[config.mk]
export PLATFORM = sky130hd
export DESIGN_NAME = velocity_cell_writer
export DESIGN_NICKNAME = d
export VERILOG_FILES = /design/src/rtl/velocity_cell_writer.sv
export SDC_FILE = /design/constraint.sdc
export NUM_CORES = 1
export LEC_CHECK = 0
export CORE_ASPECT_RATIO = 0.6
export CORE_MARGIN = 5
export CORE_UTILIZATION = 43
export CTS_BUF_LIST = sky130_fd_sc_hd__clkbuf_4
export DETAILED_ROUTE_END_ITERATION = 12
export GPL_TIMING_DRIVEN = 1
export HOLD_SLACK_MARGIN = 0.06
export PLACE_DENSITY = 0.79
export RECOVER_POWER = 25
export SLEW_MARGIN = 20
export SYNTH_ARGS = -nofsm -noshare
export SYNTH_HDL_FRONTEND = slang
export SYNTH_SLANG_ARGS = --single-unit
[constraint.sdc]
create_clock -name clk -period 2.5 [get_ports clk]
set_input_delay 0.625 -clock clk [delete_from_list [all_inputs] [get_ports clk]]
set_output_delay 0.625 -clock clk [all_outputs]
set_load 0.03 [all_outputs]
[src/rtl/velocity_cell_writer.sv]
// ============================================================================
// velocity_cell_writer
// ----------------------------------------------------------------------------
// Write-side initiator for one velocity cell memory. This memory is a
// single-port RAM with a 1-cycle read latency. The block sits between the
// motion-update pipeline and the velocity_x_y_z cell RAM.
//
// One pass writes one cell:
//   - The updated {vz,vy,vx} records arrive on a valid/ready stream.
//   - They are packed into RAM addresses 1..N.
//   - The particle count N is then written to address 0.
//
// Optional build feature (macro VEL_WB_ZERO_FILL_EN):
//   When this macro is defined, the block writes zeros to the unused words
//   N+1..PARTICLE_NUM-1. It does this before the count write.
//   When the macro is undefined, stale words above N are left in the RAM.
//
// Ports
//   clk            in   1           single clock, rising edge
//   rst            in   1           synchronous, active-high reset
//   start          in   1           begin a cell pass (honoured only in IDLE)
//   cell_empty     in   1           sampled with start: cell has no particles
//   in_valid       in   1           record valid
//   in_ready       out  1           writer accepts a record
//   in_data        in   DATA_WIDTH  velocity record {vz,vy,vx}
//   in_last        in   1           last record of the cell (with in_valid)
//   ram_address    out  ADDR_WIDTH  RAM address (registered)
//   ram_data       out  DATA_WIDTH  RAM write data (registered)
//   ram_wren       out  1           RAM write enable (registered)
//   ram_rden       out  1           RAM read enable, always 0
//   busy           out  1           pass in progress
//   done           out  1           one-cycle pulse, pass complete
//   particle_count out  ADDR_WIDTH  records written in current/last pass
//   overflow       out  1           sticky until next start: records dropped
//   dbg_state      out  3           current FSM state encoding
//
// Stream contract:
//   A record transfers in every cycle where in_valid & in_ready is 1.
//   in_ready never depends on in_valid. A producer may hold in_valid high
//   with stable in_data and in_last until it sees the transfer.
//   in_last is only meaningful in a transfer cycle.
// ============================================================================
module velocity_cell_writer #(
    parameter int DATA_WIDTH   = 96,
    parameter int PARTICLE_NUM = 220,
    parameter int ADDR_WIDTH   = 8
) (
    input  logic                  clk,
    input  logic                  rst,
    input  logic                  start,
    input  logic                  cell_empty,
    input  logic                  in_valid,
    output logic                  in_ready,
    input  logic [DATA_WIDTH-1:0] in_data,
    input  logic                  in_last,
    output logic [ADDR_WIDTH-1:0] ram_address,
    output logic [DATA_WIDTH-1:0] ram_data,
    output logic                  ram_wren,
    output logic                  ram_rden,
    output logic                  busy,
    output logic                  done,
    output logic [ADDR_WIDTH-1:0] particle_count,
    output logic                  overflow,
    output logic [2:0]            dbg_state
);

    // Each state names what is visible on the RAM port during that cycle.
    //
    // STREAM  : records are accepted. Including the drain cycle, the RAM port
    //           shows their writes one cycle after the transfer.
    // ZERO_FILL: a zero write to an unused word is on the RAM port.
    // WRITE_COUNT: the count write to address 0 is on the RAM port.
    // DONE    : the done pulse.
    //
    // All RAM-port values are issued one cycle ahead and are held in
    // registers.
    typedef enum logic [2:0] {
        S_IDLE        = 3'd0,
        S_STREAM      = 3'd1,
        S_ZERO_FILL   = 3'd2,
        S_WRITE_COUNT = 3'd3,
        S_DONE        = 3'd4
    } state_t;

    localparam logic [ADDR_WIDTH-1:0] L_PTR_ONE = ADDR_WIDTH'(1);
    localparam logic [ADDR_WIDTH-1:0] L_PTR_MAX = ADDR_WIDTH'(PARTICLE_NUM);

    state_t                  r_state;
    state_t                  w_state_nxt;

    logic [ADDR_WIDTH-1:0]   r_wr_ptr;
    logic [ADDR_WIDTH-1:0]   r_count;
    logic                    r_overflow;

    // r_drain marks the cycle right after the last transfer.
    // In that cycle in_ready is low and the record write is on the RAM port.
    logic                    r_drain;
    logic                    r_ram_wren;
    logic [ADDR_WIDTH-1:0]   r_ram_address;
    logic [DATA_WIDTH-1:0]   r_ram_data;

    logic [ADDR_WIDTH-1:0]   w_ptr_nxt;
    logic [ADDR_WIDTH-1:0]   w_count_nxt;
    logic                    w_overflow_nxt;
    logic                    w_drain_nxt;
    logic                    w_wren_nxt;
    logic [ADDR_WIDTH-1:0]   w_addr_nxt;
    logic [DATA_WIDTH-1:0]   w_data_nxt;

    logic                    w_in_ready;
    logic                    w_handshake;
    logic [DATA_WIDTH-1:0]   w_count_word;

    assign w_in_ready   = (r_state == S_STREAM) && !r_drain;
    assign w_handshake  = in_valid && w_in_ready;
    assign w_count_word = {{(DATA_WIDTH-ADDR_WIDTH){1'b0}}, r_count};

    // ------------------------------------------------------------------
    // State register
    // ------------------------------------------------------------------
    always_ff @(posedge clk) begin
        if (rst) begin
            r_state <= S_IDLE;
        end else begin
            r_state <= w_state_nxt;
        end
    end

    // ------------------------------------------------------------------
    // Next state and next RAM-port / datapath values
    // ------------------------------------------------------------------
    always_comb begin
        w_state_nxt    = r_state;
        w_ptr_nxt      = r_wr_ptr;
        w_count_nxt    = r_count;
        w_overflow_nxt = r_overflow;
        w_drain_nxt    = r_drain;
        w_wren_nxt     = 1'b0;
        w_addr_nxt     = r_ram_address;
        w_data_nxt     = r_ram_data;

        case (r_state)
            S_IDLE: begin
                if (start) begin
                    w_count_nxt    = '0;
                    w_overflow_nxt = 1'b0;
                    w_ptr_nxt      = L_PTR_ONE;
                    w_drain_nxt    = 1'b0;
                    if (!cell_empty) begin
                        w_state_nxt = S_STREAM;
                    end else begin
`ifdef VEL_WB_ZERO_FILL_EN
                        // An empty cell fills words 1..PARTICLE_NUM-1 first.
                        if (L_PTR_ONE < L_PTR_MAX) begin
                            w_wren_nxt  = 1'b1;
                            w_addr_nxt  = L_PTR_ONE;
                            w_data_nxt  = '0;
                            w_ptr_nxt   = L_PTR_ONE + L_PTR_ONE;
                            w_state_nxt = S_ZERO_FILL;
                        end else begin
                            w_wren_nxt  = 1'b1;
                            w_addr_nxt  = '0;
                            w_data_nxt  = '0;
                            w_state_nxt = S_WRITE_COUNT;
                        end
`else
                        // The count is zero, so the count write goes out
                        // right away.
                        w_wren_nxt  = 1'b1;
                        w_addr_nxt  = '0;
                        w_data_nxt  = '0;
                        w_state_nxt = S_WRITE_COUNT;
`endif
                    end
                end
            end

            S_STREAM: begin
                if (r_drain) begin
                    // The last record's write is on the port this cycle.
                    // Issue the next write behind it.
                    w_drain_nxt = 1'b0;
`ifdef VEL_WB_ZERO_FILL_EN
                    // r_wr_ptr is count+1 here, which is the first unused
                    // word.
                    if (r_wr_ptr < L_PTR_MAX) begin
                        w_wren_nxt  = 1'b1;
                        w_addr_nxt  = r_wr_ptr;
                        w_data_nxt  = '0;
                        w_ptr_nxt   = r_wr_ptr + L_PTR_ONE;
                        w_state_nxt = S_ZERO_FILL;
                    end else begin
                        w_wren_nxt  = 1'b1;
                        w_addr_nxt  = '0;
                        w_data_nxt  = w_count_word;
                        w_state_nxt = S_WRITE_COUNT;
                    end
`else
                    w_wren_nxt  = 1'b1;
                    w_addr_nxt  = '0;
                    w_data_nxt  = w_count_word;
                    w_state_nxt = S_WRITE_COUNT;
`endif
                end else if (w_handshake) begin
                    // When the pointer has reached PARTICLE_NUM, the RAM is
                    // full. The record is still accepted, so the producer can
                    // drain to in_last, but it is dropped.
                    if (r_wr_ptr != L_PTR_MAX) begin
                        w_wren_nxt  = 1'b1;
                        w_addr_nxt  = r_wr_ptr;
                        w_data_nxt  = in_data;
                        w_ptr_nxt   = r_wr_ptr + L_PTR_ONE;
                        w_count_nxt = r_count + L_PTR_ONE;
                    end else begin
                        w_overflow_nxt = 1'b1;
                    end
                    if (in_last) begin
                        w_drain_nxt = 1'b1;
                    end
                end
            end

`ifdef VEL_WB_ZERO_FILL_EN
            S_ZERO_FILL: begin
                if (r_wr_ptr < L_PTR_MAX) begin
                    w_wren_nxt = 1'b1;
                    w_addr_nxt = r_wr_ptr;
                    w_data_nxt = '0;
                    w_ptr_nxt  = r_wr_ptr + L_PTR_ONE;
                end else begin
                    w_wren_nxt  = 1'b1;
                    w_addr_nxt  = '0;
                    w_data_nxt  = w_count_word;
                    w_state_nxt = S_WRITE_COUNT;
                end
            end
`endif

            S_WRITE_COUNT: begin
                w_state_nxt = S_DONE;
            end

            S_DONE: begin
                w_state_nxt = S_IDLE;
            end

            default: begin
                w_state_nxt = S_IDLE;
            end
        endcase
    end

    // ------------------------------------------------------------------
    // Datapath and RAM-port registers
    // ------------------------------------------------------------------
    always_ff @(posedge clk) begin
        if (rst) begin
            r_wr_ptr      <= L_PTR_ONE;
            r_count       <= '0;
            r_overflow    <= 1'b0;
            r_drain       <= 1'b0;
            r_ram_wren    <= 1'b0;
            r_ram_address <= '0;
            r_ram_data    <= '0;
        end else begin
            r_wr_ptr      <= w_ptr_nxt;
            r_count       <= w_count_nxt;
            r_overflow    <= w_overflow_nxt;
            r_drain       <= w_drain_nxt;
            r_ram_wren    <= w_wren_nxt;
            r_ram_address <= w_addr_nxt;
            r_ram_data    <= w_data_nxt;
        end
    end

    assign in_ready       = w_in_ready;
    assign ram_address    = r_ram_address;
    assign ram_data       = r_ram_data;
    assign ram_wren       = r_ram_wren;
    assign ram_rden       = 1'b0;
    assign busy           = (r_state == S_STREAM) || (r_state == S_ZERO_FILL) ||
                            (r_state == S_WRITE_COUNT);
    assign done           = (r_state == S_DONE);
    assign particle_count = r_count;
    assign overflow       = r_overflow;
    assign dbg_state      = r_state;

endmodule

# [Word level (Yosys, flattened, before mapping)]
# Index checks and enable logic that the tools add are counted.
[totals] out_inout_bits=121 regBits=126 wordCells=77 in_bits=102
[op_classes] n_addsub=2 n_mux=41 eq_ne=14 n_reduce_logical=12
[ops] operator="96-bit two-way mux" count=5
[ops] operator="96-bit one-hot mux with 2 select lines" count=1
[ops] operator="8-bit two-way mux" count=13
[ops] operator="8-bit one-hot mux with 2 select lines" count=3
[ops] operator="8-bit by 1-bit adder with 8-bit output (second input constant)" count=2
[ops] operator="5-bit AND reduction" count=3
[ops] operator="1-bit two-way mux" count=12
[ops] operator="2-bit inequality test (second input constant)" count=6
[ops] operator="3-bit one-hot mux with 3 select lines" count=1
[ops] operator="8-bit inequality test (second input constant)" count=1
[ops] operator="3-bit by 2-bit == test with 1-bit output (second input constant)" count=2
[ops] operator="3-bit two-way mux" count=2
[ops] operator="1-bit one-hot mux with 2 select lines" count=3
[ops] operator="2-bit AND reduction" count=2
[ops] operator="3-bit by 1-bit == test with 1-bit output (second input constant)" count=1
[ops] operator="3-bit == test (second input constant)" count=1
[ops] operator="3-bit zero test" count=1
[ops] operator="3-bit by 2-bit inequality test with 1-bit output (second input constant)" count=1
[ops] operator="3-bit inequality test (second input constant)" count=1
[ops] operator="1-bit logical AND" count=2
[ops] operator="1-bit logical OR" count=2
[ops] operator="2-bit two-way mux" count=1
[ops] operator="2-bit by 1-bit inequality test with 1-bit output (second input constant)" count=1
[ops] operator="2-bit nonzero test" count=1
[ops] operator="1-bit zero test" count=1

# [Logic depth before layout (Yosys ltp)]
[depth] ltp_word=6 mapped_depth=10

# [Worst setup path after synthesis]
# OpenSTA, ideal clock, no wires.
[synth_timing] path_type="register -> register" from="reg r_state[0], in the netlist dbg_state[0]" to="reg r_ram_data[24], in the netlist ram_data[24]" required_time_ps=2386 setup_time_ps=114 path_buffers=2 t_arrival_ps=2463 path_slack_ps=-77 path_stages_with_launch=8 path_cell_list="dfxtp_1 -> or3b_2 -> nor2_1 -> a211oi_1 -> clkbuf_1 -> buf_1 -> nand3_1 -> nand2_1"
[synth_between] elab_chain_len=5 word_cells_on_any_way=11
[synth_rtl] element="from (decl)" line="88" source="state_t r_state;"
[synth_rtl] element="from (signal assigned)" line="125" source="r_state <= w_state_nxt;"
[synth_rtl] element="3-bit by 1-bit == test with 1-bit output" line="114" source="assign w_in_ready = (r_state == S_STREAM) && !r_drain;"
[synth_rtl] element="1-bit logical AND" line="114"
[synth_rtl] element="via in_ready" line="53" source="output logic in_ready,"
[synth_rtl] element="1-bit logical AND" line="115" source="assign w_handshake = in_valid && w_in_ready;"
[synth_rtl] element="3-bit inequality test (no line)"
[synth_rtl] element="5-bit AND reduction (no line)"
[synth_rtl] element="to (signal assigned)" line="272" source="r_ram_data <= w_data_nxt;"
[synth_rtl] element="to (decl)" line="100" source="logic [DATA_WIDTH-1:0] r_ram_data;"
# The timed path passes the listed nets, and every way through them passes these cells.
# A chain may end at the register's enable or synchronous reset.

# [Final worst setup path]
[layout_timing] from="reg r_state[2], in the netlist dbg_state[2]" to="out in_ready"
[layout_between] elab_chain_len=2
[layout_rtl] element="3-bit by 1-bit == test with 1-bit output" line="114"
[layout_rtl] element="1-bit logical AND" line="114"
[layout_rtl] element="to (decl)" line="53"
# No other way between the ends.

==> results.cfg <==
[synth]
yosys_warnings = 0
ys_types = 37
yosys.area.top_type_share = 0.492
synth_nets = 698
ys_seq_area_frac = 0.492
yosys_register_bits = 126
synthCells = 593
yosys.area.top_type = dfxtp_1
syn_area_sq_mm = 0.00513
synth_area_leaders = dfxtp_1 (49%), nand3b_1 (16%), nand3_1 (10%)
syn_area_per_cell_sq_um = 8.64

[route]
viasPerCell = 5.27
route.vias.total = 5110
wl_mm = 16.4
drc = 0
routedWlPerCell_um = 17.0
firstDrtPassIters = 7
drt_iter0_markers = 339
drtAntennaViolNets = 0

[critical_path]
cp_cell_sequence = or3b_4 > nor2_4 > buf_4
startpoint_type = register
r2r-start = r_wr_ptr[0]$_SDFFE_PP1P_
critPathRequiredTime_ns = 1.88
rr_endpoint = ram_data[7]$_SDFFE_PP0P_
cpPeakStageDelay_ns = 0.48
ff2ff_path_depth = 7
rrSetupSlack_ns = 0.20
critPathKind = register to primary output
worst-path-buf-inv = 1
crit_fanout = 7
cp_slowest_cell = or3b_4
cp.arrival_ns = 1.78
cp-end-kind = primary output
critPathTopFamily = simple AND/OR/NAND/NOR gates

[clock_tree]
cts_made_buffers = 17
clock-sinks = 126
clk_latency_ns = 0.51
cts_tree = built
cts-hold-fix-buffers = 0
path_clk_slew_ns = 0.11
cts_htree_levels = 4
cts_buffer_depth = 2
root_buffer = clkbuf_4

[global_route]
grt_pass1_vias = 4971
antenna_found_initial = 1
grt_max_degree = 97
track_usage = 0.221
grt_pass1_wl_mm = 25.3
grt-ovfl-total = 0

[finish]
post-route-util = 0.682
fin_nets = 901
drive_above_1_share = 0.0705
final_cell_area_sq_mm = 0.00783
n_antenna_cell = 0
area_growth_pct = 52.7

[sta]
max_freq_ghz = 0.416
slew-limit-headroom = 0.279
skew_ns = 0.0189
post-route-min-period_ns = 2.40
slew_violations = 0
rsz0062_at_grt = no
finalHoldViolations = 0
min_period_over_period = 0.961
setup_viol = 0
worstMarginPinSlew_ns = 1.08
setup_ws_ns = 0.0970

[power]
power.density_mw_per_mm2 = 580
vdd_drop_max_mv = 0.331
power_mw = 4.54
p_leak_nw = 3.14

[floorplanning]
design.portCount = 223
initial_core_util = 0.446
row_count = 30
die_width_um = 151
die_h_um = 94.6
dieArea_sq_mm = 0.0143
coreArea_sq_mm = 0.0115

[place]
portBuffers = 221
pre_cts_ws_ns = -0.278
gp_congestion = 0.830
postPlaceCellArea_sq_mm = 0.00753
hpwl_mm = 11.6

[job]
drv_cap = 0

[worst_hold_path]
min_to = ram_data[8]$_SDFFE_PP0P_
hp-start = ram_data[8]$_SDFFE_PP0P_
hold_path_class = register to register
holdPathStages = 2

[status]
status = finished clean
==> worst max-delay path by stage <==
| stage | from | to | slack (ns) | cells after the start |
|---|---|---|---|---|
| final | dbg_state[2]$_SDFFE_PP0P_ | in_ready | 0.1 | 3 |
| after global routing | dbg_state[2]$_SDFFE_PP0P_ | in_ready | 0.01 | 3 |
| after CTS | dbg_state[2]$_SDFFE_PP0P_ | in_ready | 0.07 | 3 |
| after detailed placement | start | particle_count[4]$_SDFFE_PP0P_ | -0.28 | 7 |
| after global placement | start | particle_count[5]$_SDFFE_PP0P_ | -0.22 | 6 |
| after floorplan | dbg_state[0]$_SDFFE_PP0P_ | ram_data[24]$_SDFFE_PP0P_ | 0.15 | 7 |
==> cells by family after synthesis <==
group,synth area share
adders and majority gates,0.00732
xor gates and xnor gates,0.00171
buffers and inverters,0.0505
other,0.000732
muxes,0.0156
AOI/OAI and AO/OA,0.0539
DFF,0.492
and+or+nand+nor,0.378
==> cell usage in the layout (no fill, tap or decap), types with 5 or more instances in the layout <==
cell type / Yosys / final
nand3_1: 105 / 105
a21oi_1: 16 / 16
clkbuf_4: 0 / 19
nand2_1: 101 / 101
dfxtp_1: 126 / 125
clkinvlp_4: 0 / 5
buf_12: 0 / 5
o21ai_0: 9 / 9
buf_4: 1 / 8
mux2i_1: 8 / 8
inv_1: 5 / 5
clkdlybuf4s50_1: 0 / 217
nor2_1: 14 / 13
nand3b_1: 106 / 106
o31ai_1: 12 / 12
or3_1: 7 / 7
==> cell type report <==
| type | instances | area [sq um] |
|---|---|---|
| fill | 910 | 3660 |
| sequential | 126 | 2530 |
| multi-input combinational | 409 | 2380 |
| timing repair buffer | 237 | 2370 |
| tap | 160 | 200 |
| clock inverter | 14 | 193 |
| clock buffer | 18 | 135 |
| inverter | 5 | 18.8 |
==> cell usage after synthesis (all sizes together) <==
cell type    n
o21ba        2
ha           3
xnor2        1
nor4b        1
or4          4
nand4b       2
a21oi       16
or2          3
nand3      105
o21ai        9
or4b         1
nand2      101
clkbuf      31
or3b         1
and2         1
nor3         1
a211o        1
or3          7
buf         22
nor3b        1
inv          5
nor2        14
conb         1
mux2i        8
nand3b     106
nor4         1
o31ai       12
o31a         2
a211oi       1
a21boi       1
and3         3
dfxtp      126
==> what timing repair did <==
item	4_1_cts	5_1_grt
endpoints found under the setup margin	3	0
resized for setup	6	0
setup buffers	0	0
==> stage by stage <==
stage | cells | setup TNS, ns | hold WS (ns)
finish | 969 | 0 | 0.479
global route | 969 | 0 | 0.498
CTS | 969 | 0 | 0.482
detailed placement | 937 | -2.88 | 0.461
global placement | 937 | -2.17 | 0.459
floorplan | 593 | 0 | 0.451
==> registers in the layout, indices dropped and copies added, names as in the netlist <==
register and flops:
r_wr_ptr 8, ram_address 8, ram_data 96, ram_wren 1, overflow 1, dbg_state 3, particle_count 8, r_drain 1
==> routing by layer <==
| layer | share of wire | global-route usage | up-vias |
|---|---|---|---|
| met2 | 0.45 | 0.349 | 223 |
| met5 | 0.00079 | 0 | - |
| met4 | 0.0070 | 0.0535 | 2 |
| li1 | - | - | 2458 |
| met1 | 0.42 | 0.280 | 2413 |
| met3 | 0.12 | 0.0969 | 14 |
==> worst min-delay path, delay by kind of cell, from the launching register on <==
family	cells	cell delay, ns
flops	1	0.33
simple gates	2	0.12
==> power by group <==
group          switching [mW]  leakage (nW)  internal, mW
logic                   0.456          1.96         0.377
registers              0.0434          1.02          2.07
clock network           0.790         0.158         0.805
total                    1.29          3.14          3.25
No activity file was read; power rests on OpenSTA's default activity.
